File: config.mk
export PLATFORM = sky130hd
export DESIGN_NAME = timer_unit
export DESIGN_NICKNAME = d
export VERILOG_FILES = /design/src/rtl/timer_unit.sv
export SDC_FILE = /design/constraint.sdc
export NUM_CORES = 1
export LEC_CHECK = 0
export CAP_MARGIN = 10
export CORE_ASPECT_RATIO = 1.1
export CORE_MARGIN = 4
export CORE_UTILIZATION = 28
export DETAILED_ROUTE_END_ITERATION = 10
export GPL_TIMING_DRIVEN = 0
export PLACE_DENSITY = 0.46
export SLEW_MARGIN = 40
export SYNTH_ARGS = -nofsm -noshare
export SYNTH_HDL_FRONTEND = slang
export SYNTH_SLANG_ARGS = --single-unit
export TNS_END_PERCENT = 30
File: constraint.sdc
create_clock -name clk -period 2.9 [get_ports clk]
set_clock_uncertainty 0.15 [all_clocks]
set_input_delay 0.725 -clock clk [delete_from_list [all_inputs] [get_ports clk]]
set_output_delay 0.725 -clock clk [all_outputs]
set_load 0.05 [all_outputs]
File: src/rtl/timer_unit.sv
// rtl/timer_unit.sv - 8051-style dual timer/counter with TCON/TMOD/TLx/THx SFR access
module timer_unit #(
  parameter int PRESCALE = 12
) (
  input  logic       clk,
  input  logic       rst_n,
  input  logic [7:0] sfr_addr,
  input  logic [7:0] sfr_wdata,
  input  logic       sfr_we,
  output logic [7:0] sfr_rdata,
  input  logic       t0_pin,
  input  logic       t1_pin,
  input  logic       int0_n,
  input  logic       int1_n,
  input  logic       tf0_ack,
  input  logic       tf1_ack,
  output logic       tf0_irq,
  output logic       tf1_irq
);

  localparam int PW = (PRESCALE > 1) ? $clog2(PRESCALE) : 1;
  localparam logic [7:0] A_TCON = 8'h88;
  localparam logic [7:0] A_TMOD = 8'h89;
  localparam logic [7:0] A_TL0  = 8'h8A;
  localparam logic [7:0] A_TL1  = 8'h8B;
  localparam logic [7:0] A_TH0  = 8'h8C;
  localparam logic [7:0] A_TH1  = 8'h8D;

  logic [7:0]    r_tcon, r_tmod, r_tl0, r_tl1, r_th0, r_th1;
  logic [PW-1:0] r_pre;
  logic          r_s0, r_s1;

  logic          w_tick, w_fall0, w_fall1, w_run0, w_run1, w_ev0, w_ev1;
  logic [1:0]    w_m0, w_m1;
  logic [16:0]   w_a0, w_a1;
  logic          w_th0_ev, w_set0, w_set1;
  logic [7:0]    w_th0_nx, w_tcon_nx;
  logic          w_we_tcon;

  // Returns {overflow, th_next, tl_next}; mode 3 advances only TL (TH0 is handled separately).
  function automatic logic [16:0] f_adv(input logic [1:0] mode, input logic ev,
                                        input logic [7:0] th, input logic [7:0] tl);
    logic [13:0] c13;
    logic [16:0] c16;
    logic [8:0]  c8;
    c13   = {1'b0, th, tl[4:0]} + 14'd1;
    c16   = {1'b0, th, tl} + 17'd1;
    c8    = {1'b0, tl} + 9'd1;
    f_adv = {1'b0, th, tl};
    if (ev) begin
      case (mode)
        2'd0:    f_adv = {c13[13], c13[12:5], tl[7:5], c13[4:0]};
        2'd1:    f_adv = c16;
        2'd2:    f_adv = (tl == 8'hFF) ? {1'b1, th, th} : {1'b0, th, c8[7:0]};
        default: f_adv = {c8[8], th, c8[7:0]};
      endcase
    end
    return f_adv;
  endfunction

  assign w_tick  = (r_pre == PW'(PRESCALE - 1));
  assign w_fall0 = w_tick & r_s0 & ~t0_pin;
  assign w_fall1 = w_tick & r_s1 & ~t1_pin;
  assign w_run0  = r_tcon[4] & (~r_tmod[3] | int0_n);
  assign w_run1  = r_tcon[6] & (~r_tmod[7] | int1_n);
  assign w_ev0   = w_run0 & (r_tmod[2] ? w_fall0 : w_tick);
  assign w_ev1   = w_run1 & (r_tmod[6] ? w_fall1 : w_tick);
  assign w_m0    = r_tmod[1:0];
  assign w_m1    = r_tmod[5:4];

  // Timer 1 parked in mode 3 simply holds its count.
  assign w_a0     = f_adv(w_m0, w_ev0, r_th0, r_tl0);
  assign w_a1     = f_adv(w_m1, w_ev1 & (w_m1 != 2'd3), r_th1, r_tl1);
  assign w_th0_ev = (w_m0 == 2'd3) & w_tick & r_tcon[6];
  assign w_th0_nx = w_th0_ev ? r_th0 + 8'd1 : w_a0[15:8];
  assign w_set0   = w_a0[16];
  assign w_set1   = w_a1[16] | (w_th0_ev & (r_th0 == 8'hFF));
  assign w_we_tcon = sfr_we & (sfr_addr == A_TCON);

  // Hardware flag set outranks both a CPU write and an acknowledge.
  always_comb begin
    w_tcon_nx = w_we_tcon ? sfr_wdata : r_tcon;
    if (!w_we_tcon && tf0_ack) w_tcon_nx[5] = 1'b0;
    if (!w_we_tcon && tf1_ack) w_tcon_nx[7] = 1'b0;
    if (w_set0) w_tcon_nx[5] = 1'b1;
    if (w_set1) w_tcon_nx[7] = 1'b1;
  end

  always_ff @(posedge clk) begin
    if (!rst_n) begin
      r_tcon <= 8'h00;
      r_tmod <= 8'h00;
      r_tl0  <= 8'h00;
      r_tl1  <= 8'h00;
      r_th0  <= 8'h00;
      r_th1  <= 8'h00;
      r_pre  <= '0;
      r_s0   <= 1'b1;
      r_s1   <= 1'b1;
    end else begin
      r_pre <= w_tick ? '0 : r_pre + PW'(1);
      if (w_tick) begin
        r_s0 <= t0_pin;
        r_s1 <= t1_pin;
      end
      r_tcon <= w_tcon_nx;
      r_tmod <= (sfr_we && sfr_addr == A_TMOD) ? sfr_wdata : r_tmod;
      r_tl0  <= (sfr_we && sfr_addr == A_TL0)  ? sfr_wdata : w_a0[7:0];
      r_th0  <= (sfr_we && sfr_addr == A_TH0)  ? sfr_wdata : w_th0_nx;
      r_tl1  <= (sfr_we && sfr_addr == A_TL1)  ? sfr_wdata : w_a1[7:0];
      r_th1  <= (sfr_we && sfr_addr == A_TH1)  ? sfr_wdata : w_a1[15:8];
    end
  end

  always_comb begin
    case (sfr_addr)
      A_TCON:  sfr_rdata = r_tcon;
      A_TMOD:  sfr_rdata = r_tmod;
      A_TL0:   sfr_rdata = r_tl0;
      A_TL1:   sfr_rdata = r_tl1;
      A_TH0:   sfr_rdata = r_th0;
      A_TH1:   sfr_rdata = r_th1;
      default: sfr_rdata = 8'h00;
    endcase
  end

  assign tf0_irq = r_tcon[5];
  assign tf1_irq = r_tcon[7];

endmodule

## Word-level counts from Yosys, hierarchy flattened

Cells that the tools add are included.

| word-level totals | value |
|---|---|
| register bits after elaboration | 54 |
| input port bits | 25 |
| logic and storage cells | 104 |
| output and inout port bits | 10 |

| cells by class | value |
|---|---|
| equality and inequality tests | 20 |
| bitwise gates (word level) | 21 |
| reductions and logical operators | 23 |
| mux-type cells | 19 |
| add/subtract/negate cells | 8 |

Operator list:

| kind | count |
|---|---|
| $pmux W17 S3 | 2 |
| $eq A8 B8 Y1 const B | 9 |
| $mux W17 | 4 |
| $mux W8 | 6 |
| $pmux W8 S6 | 1 |
| $add A16 B1 Y17 const B | 2 |
| $add A13 B1 Y14 const B | 2 |
| $add A8 B1 Y9 const B | 2 |
| $and A1 B1 Y1 | 13 |
| $reduce_bool A3 Y1 | 4 |
| $add A8 B1 Y8 const B | 1 |
| $ne A2 B2 Y1 const B | 4 |
| $logic_and A1 B1 Y1 | 7 |
| $eq A2 B2 Y1 const B | 3 |
| $mux W1 | 6 |
| $reduce_and A3 Y1 | 2 |
| $reduce_bool A2 Y1 | 3 |
| $not A1 Y1 | 5 |
| $add A4 B1 Y4 const B | 1 |
| $eq A2 B1 Y1 const B | 2 |
| $eq A4 B4 Y1 const B | 1 |
| $logic_not A2 Y1 | 2 |
| $reduce_and A2 Y1 | 2 |
| $reduce_bool A4 Y1 | 1 |
| 4 further kinds | 6 |

## Longest topological paths before layout

Gate-level depths: netlist of run 1.

| logic depth | value |
|---|---|
| depth in word-level cells | 9 |
| depth in mapped cells | 8 |
| gate-level depth less buffers | 7 |

## Worst setup path before layout of run 1

OpenSTA, ideal clock, no wires.

| timing | value |
|---|---|
| path kind | input to output |
| from | in sfr_addr[5] |
| to | out sfr_rdata[0] |
| buffers on the path | 0 |
| arrival time | 2.277 ns |
| path slack | -0.252 ns |
| stages on the path | 4 |
| required time | 2.025 ns |
| cells stage by stage | or4b_1 > nor4_4 > a22oi_1 > nand2_1 |

| between the ends | value |
|---|---|
| longest elaborated chain between the ends | 2 |
| elaborated cells between the ends (all ways) | 7 |
| classes of those cells | eq/ne (6); mux (1) |

RTL lines:

| what | RTL line | text |
|---|---|---|
| start: declaration | 7 | `input logic [7:0] sfr_addr,` |
| $eq A8 B8 Y1 | 116 | `case (sfr_addr)` |
| $pmux W8 S6 * | 116 |  |
| end: declaration | 10 | `output logic [7:0] sfr_rdata,` |

Mark *: on every way between the ends. The rest lies on a longest branch, timed or not.

## Worst setup path after layout of run 1

| timing | value |
|---|---|
| from | in sfr_addr[1] |
| to | out sfr_rdata[2] |

The elaborated chain is that of the path after synthesis.

==> results of run 1 <==
## routing by layer
| layer | vias up | share of wire [%] | global-route usage, % |
|---|---|---|---|
| met3 | 20 | 3.9 | 2.93 |
| met1 | 1783 | 46 | 25.9 |
| met5 | - | 0 | 0 |
| met4 | 0 | 2.6 | 6.56 |
| met2 | 98 | 48 | 29.7 |
| li1 | 1768 | - | - |
## power breakdown
group / total, mW / switching, mW / internal [mW]
registers: 0.751 / 0.00475 / 0.747
logic: 0.141 / 0.0803 / 0.0608
clock network: 0.639 / 0.295 / 0.344
## final timing paths
path / startpoint / end / slack [ns] / cells past startpoint
worst max-delay path: sfr_addr[1] / sfr_rdata[2] / -0.09 / 6
worst min-delay path: r_pre[0]$_SDFF_PP0_ / r_pre[0]$_SDFF_PP0_ / 0.31 / 1
worst max register to register: r_pre[0]$_SDFF_PP0_ / r_th0[4]$_SDFFE_PN0P_ / 0.27 / 7
worst min register to register: r_pre[0]$_SDFF_PP0_ / r_pre[0]$_SDFF_PP0_ / 0.31 / 1
## cell type report
type                       count  share of cell area [%]
timing repair buffer          42                    9.76
multi-input combinational    361                    54.6
sequential                    54                    24.4
buffer                        21                    2.43
tap                          154                    4.36
inverter                      13                    1.10
clock inverter                 1                   0.113
clock buffer                   7                    3.22
## metrics by stage
step                area [um^2]  instances
finish                     4420        653
global placement           4100        637
detailed placement         4100        637
CTS                        4410        652
global route               4420        653
floorplan                  3570        450
## worst max-delay path, stage by stage
cell,delay (ns)
clkdlybuf4s15_2,0.26
buf_8,0.17
mux4_2,0.56
a22oi_2,0.16
nand2_2,0.08
buf_8,0.15
## state kept, by name, summed over array words and instances (netlist names)
register,count
r_tl0,8
r_s0,1
r_pre,4
r_tl1,8
r_tmod,8
r_s1,1
r_th0,8
r_tcon,8
r_th1,8
## cells by family (layout without fill, tap and decap cells)
| logic type | Yosys count | in the layout | synth area share, % |
|---|---|---|---|
| compound gates | 137 | 137 | 25.3 |
| xor+xnor | 15 | 15 | 3.70 |
| fa+ha+maj | 4 | 4 | 1.41 |
| buf+inv | 35 | 84 | 3.81 |
| flops | 54 | 54 | 30.5 |
| mux | 14 | 14 | 6.77 |
| simple gates | 191 | 191 | 28.5 |
## Yosys cell counts (all sizes together), types with 3 or more instances
library cell	instances	share of area, %
a211oi	6	1.3
a21boi	9	1.9
a21oi	27	3.8
a22oi	8	1.7
a31oi	8	1.4
and2	4	0.71
and3	8	1.5
and4	5	1.2
buf	4	0.53
clkbuf	18	1.9
dfxtp	54	30
ha	4	1.4
inv	13	1.4
mux2i	6	1.7
mux4	8	5.1
nand2	64	6.9
nand2b	5	1.1
nand3	15	2.1
nand4	7	1.2
nor2	37	3.9
nor2b	14	2.5
nor3	9	1.6
nor3b	4	0.85
nor4	6	1.7
nor4b	5	1.2
o211ai	4	0.85
o21a	3	0.63
o21ai	39	5.5
o22ai	8	1.4
o32ai	6	1.5
xnor2	12	3.0
xor2	3	0.74
## what timing repair did
item / in CTS / in global routing
hold endpoints to repair: 0 / 0
gates resized for setup: 108 / 6
setup buffers: 8 / 1
pin swaps: 16 / 10
endpoints found under the setup margin: 31 / 13
==> key figures, run 1 <==
Placement
  • Buffers on Ports: 33
  • Post-detail-place hpwl: 10200 um
  • Place WS: -1.48 ns
  • Final GP Congestion: 0.905

GRT
  • Gr ovfl total: 0
  • Initial antenna violation count: 0
  • Gr usage total: 18.8%
  • Vias in the first global route: 3500
  • Largest net degree at the start of global routing: 16
  • Global-route wire length before repair: 20800 um

Logic synthesis
  • Avg Inst Size Synth: 7.89 um^2
  • Post-synthesis cell area: 0.00355 mm^2
  • Synth Warn #: 0
  • Syn Nets: 479
  • Gate Count Post-Synth: 450
  • FFs w/ async S/R, synth: 0%
  • EDFF count, synth: 0
  • Synth unique cells: 61
  • Synthesized flop and latch total: 54
  • Ys flop type: dfxtp_1
  • Seq/Total Area, Yosys: 30.5%

Timing
  • Worst slew pin tran: 0.725 ns
  • Max Slew Vio Count: 0
  • Minimum clock period: 2.99 ns
  • Highest Clock Rate: 335 MHz
  • Final hold vios: 0
  • # setup viols final: 8
  • Worst rel slew slack: 51.7%
  • RSZ-0062 raised after global routing: true
  • Tcrit/Tclk final: 103%
  • WHS: 0.307 ns
  • Final setup margin: -0.0888 ns
  • Post-route setup TNS: -0.572 ns

Floorplanning
  • Core ar.: 0.0122 mm^2
  • Die Area: 0.0145 mm^2
  • Io pins: 35
  • Die Ht: 126 um
  • Row cnt: 42
  • Initial Utilization: 29.0%
  • Die extent in x: 115 um

Clocking
  • H-tree levels: 2
  • CTS max path bufs: 2
  • Clock buffer count from CTS: 5
  • Clock latency on the worst-skew pair: 0.31 ns
  • Root Driver: clkbuf_16
  • # hold bufs at CTS: 0
  • Clock transition at path regs: 0.07 ns
  • CTS tree: yes
  • TritonCTS Sinks: 54

Detailed routing
  • Initial DRC Count: 273
  • Vias per cell: 5.62
  • 1st-pass router iterations: 4
  • Via count: 3669
  • Routed Antenna Nets: 0
  • Final WL: 13300 um
  • DRC Markers: 0
  • Drt wl/cell: 20.4 um

Critical path
  • Arr. time, crit path: 2.11 ns
  • Required time worst endpoint: 2.03 ns
  • Worst Path Max Fanout: 10
  • Crit end category: output pin
  • CP Class: in -> out
  • CP startpoint kind: primary input

Layout
  • Number of diodes: 0
  • Area grow syn2layout: 24.6%
  • Fillers: 1274
  • Multi-input combinational cell area: 0.00241 mm^2
  • Fin util: 36.1%
  • Layout cells sized above 1: 15.6%
  • Nets: 527
  • Sequential cell area: 0.00108 mm^2
  • Most frequent cells in the layout: nand2_1, dfxtp_1, o21ai_0, nor2_1, a21oi_1

Run status
  • Run status: complete, but fails checks
  • Failing checks: setup timing

Power and ir drop
  • Pwr Density: 346 mW/mm^2
  • Leak: 1.45 nW
  • Maximum vdd drop: 0.242 mV
  • Power Total: 1.53 mW

Job
  • Max Cap Viol: 0

Worst hold path
  • Hold Crit Class: reg -> reg
Power figures use the tool's default switching activity.
==> run 2: changes to the inputs <==
--- a/config.mk
+++ b/config.mk
@@ -8,10 +8,10 @@
 export CAP_MARGIN = 10
 export CORE_ASPECT_RATIO = 1.1
 export CORE_MARGIN = 4
-export CORE_UTILIZATION = 28
+export CORE_UTILIZATION = 55
 export DETAILED_ROUTE_END_ITERATION = 10
 export GPL_TIMING_DRIVEN = 0
-export PLACE_DENSITY = 0.46
+export PLACE_DENSITY = 0.78
 export SLEW_MARGIN = 40
 export SYNTH_ARGS = -nofsm -noshare
 export SYNTH_HDL_FRONTEND = slang
==> run 2 against run 1 <==
Against the previous run:
- the flow still finishes with violations (setup timing)
- clock power is 29% lower
- cell area is 3.7% lower
- critical path depth up 1
- final cell count decreased by 11%
- total power fell by 12%
- die area is 46% lower
- via count grew 4.2%
- first-iteration DRC count increased by 16%
==> key figures, run 2 (same netlist as run 1, synthesis figures left out) <==
Placement
  • Place WS: -1.47 ns
  • Post-detail-place hpwl: 8850 um
  • Placed instance count: 563
  • Final GP Congestion: 1.01
  • Buffers on Ports: 33

Detailed routing
  • Vias per cell: 6.60
  • 1st-pass router iterations: 5
  • Routed Antenna Nets: 0
  • DRC Markers: 0
  • Initial DRC Count: 316
  • Drt wl/cell: 20.5 um
  • Via count: 3824
  • Final WL: 11800 um

GRT
  • Gr ovfl total: 0
  • Largest net degree at the start of global routing: 19
  • Initial antenna violation count: 0
  • Vias in the first global route: 3602
  • Global-route wire length before repair: 18800 um
  • Gr usage total: 30.8%

Critical path
  • CP Class: in -> out
  • CP startpoint kind: primary input
  • Worst Path Max Fanout: 7
  • Crit end category: output pin
  • Required time worst endpoint: 2.03 ns
  • Arr. time, crit path: 2.20 ns

Clocking
  • CTS max path bufs: 2
  • Clock latency on the worst-skew pair: 0.32 ns
  • Root Driver: clkbuf_8
  • CTS tree: yes
  • Clock transition at path regs: 0.11 ns
  • TritonCTS Sinks: 54
  • H-tree levels: 2
  • Clock buffer count from CTS: 5

Timing
  • Minimum clock period: 3.08 ns
  • Worst rel slew slack: 54.9%
  • RSZ-0062 raised after global routing: true
  • # setup viols final: 8
  • WHS: 0.320 ns
  • Final setup margin: -0.176 ns
  • Worst slew pin tran: 0.676 ns
  • Final hold vios: 0
  • Highest Clock Rate: 325 MHz
  • Tcrit/Tclk final: 106%
  • Max Slew Vio Count: 0

Floorplanning
  • Die Ht: 92.2 um
  • Row cnt: 30
  • Die Area: 0.00780 mm^2
  • Core ar.: 0.00623 mm^2
  • Io pins: 35
  • Initial Utilization: 56.9%
  • Die extent in x: 84.6 um

Layout
  • Area grow syn2layout: 20.1%
  • Most frequent cells in the layout: nand2_1, dfxtp_1, o21ai_0, nor2_1, a21oi_1
  • Number of diodes: 0
  • Fin util: 68.4%
  • Layout cells sized above 1: 16.0%
  • Nets: 527
  • Layout Cells excl Fill: 579
  • Fillers: 544
  • Multi-input combinational cell area: 0.00240 mm^2
  • Sequential cell area: 0.00108 mm^2

Job
  • Max Cap Viol: 0

Power and ir drop
  • Maximum vdd drop: 0.193 mV
  • Leak: 1.42 nW
  • Power Total: 1.34 mW
  • Pwr Density: 315 mW/mm^2

Worst hold path
  • Hold Crit Class: reg -> reg

Run status
  • Failing checks: setup timing
  • Run status: complete, but fails checks
[run 2: cell types whose count changed in the layout (fill, tap and decap cells not counted), sizes merged]
cell / change
buf: -1
clkbuf: -1
clkinvlp: +1
dlygate4sd2: -1
dlymetal6s2s: +1
inv: +1
[run 2: worst paths after layout]
check | start | end | slack, ns | cells after the start
worst min-delay path | r_pre[0]$_SDFF_PP0_ | r_pre[0]$_SDFF_PP0_ | 0.32 | 1
worst max-delay path | sfr_addr[6] | sfr_rdata[5] | -0.18 | 7
worst min register to register | r_pre[0]$_SDFF_PP0_ | r_pre[0]$_SDFF_PP0_ | 0.32 | 1
worst max register to register | r_pre[0]$_SDFF_PP0_ | r_th0[4]$_SDFFE_PN0P_ | 0.32 | 7
[run 2: worst max-delay path, stage by stage]
cell	delay, ns
buf_6	0.09
or4b_4	0.57
nor3_4	0.26
buf_4	0.23
a22oi_2	0.09
nand2_2	0.09
buf_8	0.14
[run 2: metal layers]
metal / wire length (um) / track usage, %
met4: 688 / 16.6
met3: 943 / 5.12
met5: 0 / 0
met2: 5600 / 50.3
met1: 4620 / 38.4
[run 2: power by group]
| part | switching (mW) | total [mW] | leakage [nW] | internal, mW |
|---|---|---|---|---|
| Combinational | 0.0754 | 0.137 | 0.937 | 0.0613 |
| Sequential | 0.00483 | 0.752 | 0.436 | 0.747 |
| Clock | 0.278 | 0.453 | 0.0447 | 0.175 |
[run 2: metrics by stage]
step	instance area, um^2	setup TNS (ns)
final	4260	-1.25
after global routing	4260	-1.65
after CTS	4260	-0.960
after detailed placement	4000	-21.77
after global placement	4000	-20.01
after floorplan	3570	-1.03
[run 2: timing repair]
action / in CTS / in global routing
buffers inserted: 9 / 0
setup endpoints to repair: 19 / 9
gates resized for setup: 104 / 4
pin swaps: 16 / 3
gates cloned: 0 / 0
hold buffers: 0 / 0
[run 2: final cells by class]
class / instances / share of cell area [%]
repair buffers: 42 / 10.1
multi-input cells: 361 / 56.4
flip-flops and latches: 54 / 25.4
plain buffers: 21 / 2.35
clock buffers: 5 / 1.62
well taps: 80 / 2.35
inverters: 13 / 1.15
clock inverters: 3 / 0.587
==> run 3: changes to the inputs <==
--- a/config.mk
+++ b/config.mk
@@ -9,6 +9,7 @@
 export CORE_ASPECT_RATIO = 1.1
 export CORE_MARGIN = 4
 export CORE_UTILIZATION = 55
+export CTS_CLUSTER_SIZE = 14
 export DETAILED_ROUTE_END_ITERATION = 10
 export GPL_TIMING_DRIVEN = 0
 export PLACE_DENSITY = 0.78
==> results of run 3 <==
The final DEF is identical to that of run 2; final timing and power are the same.
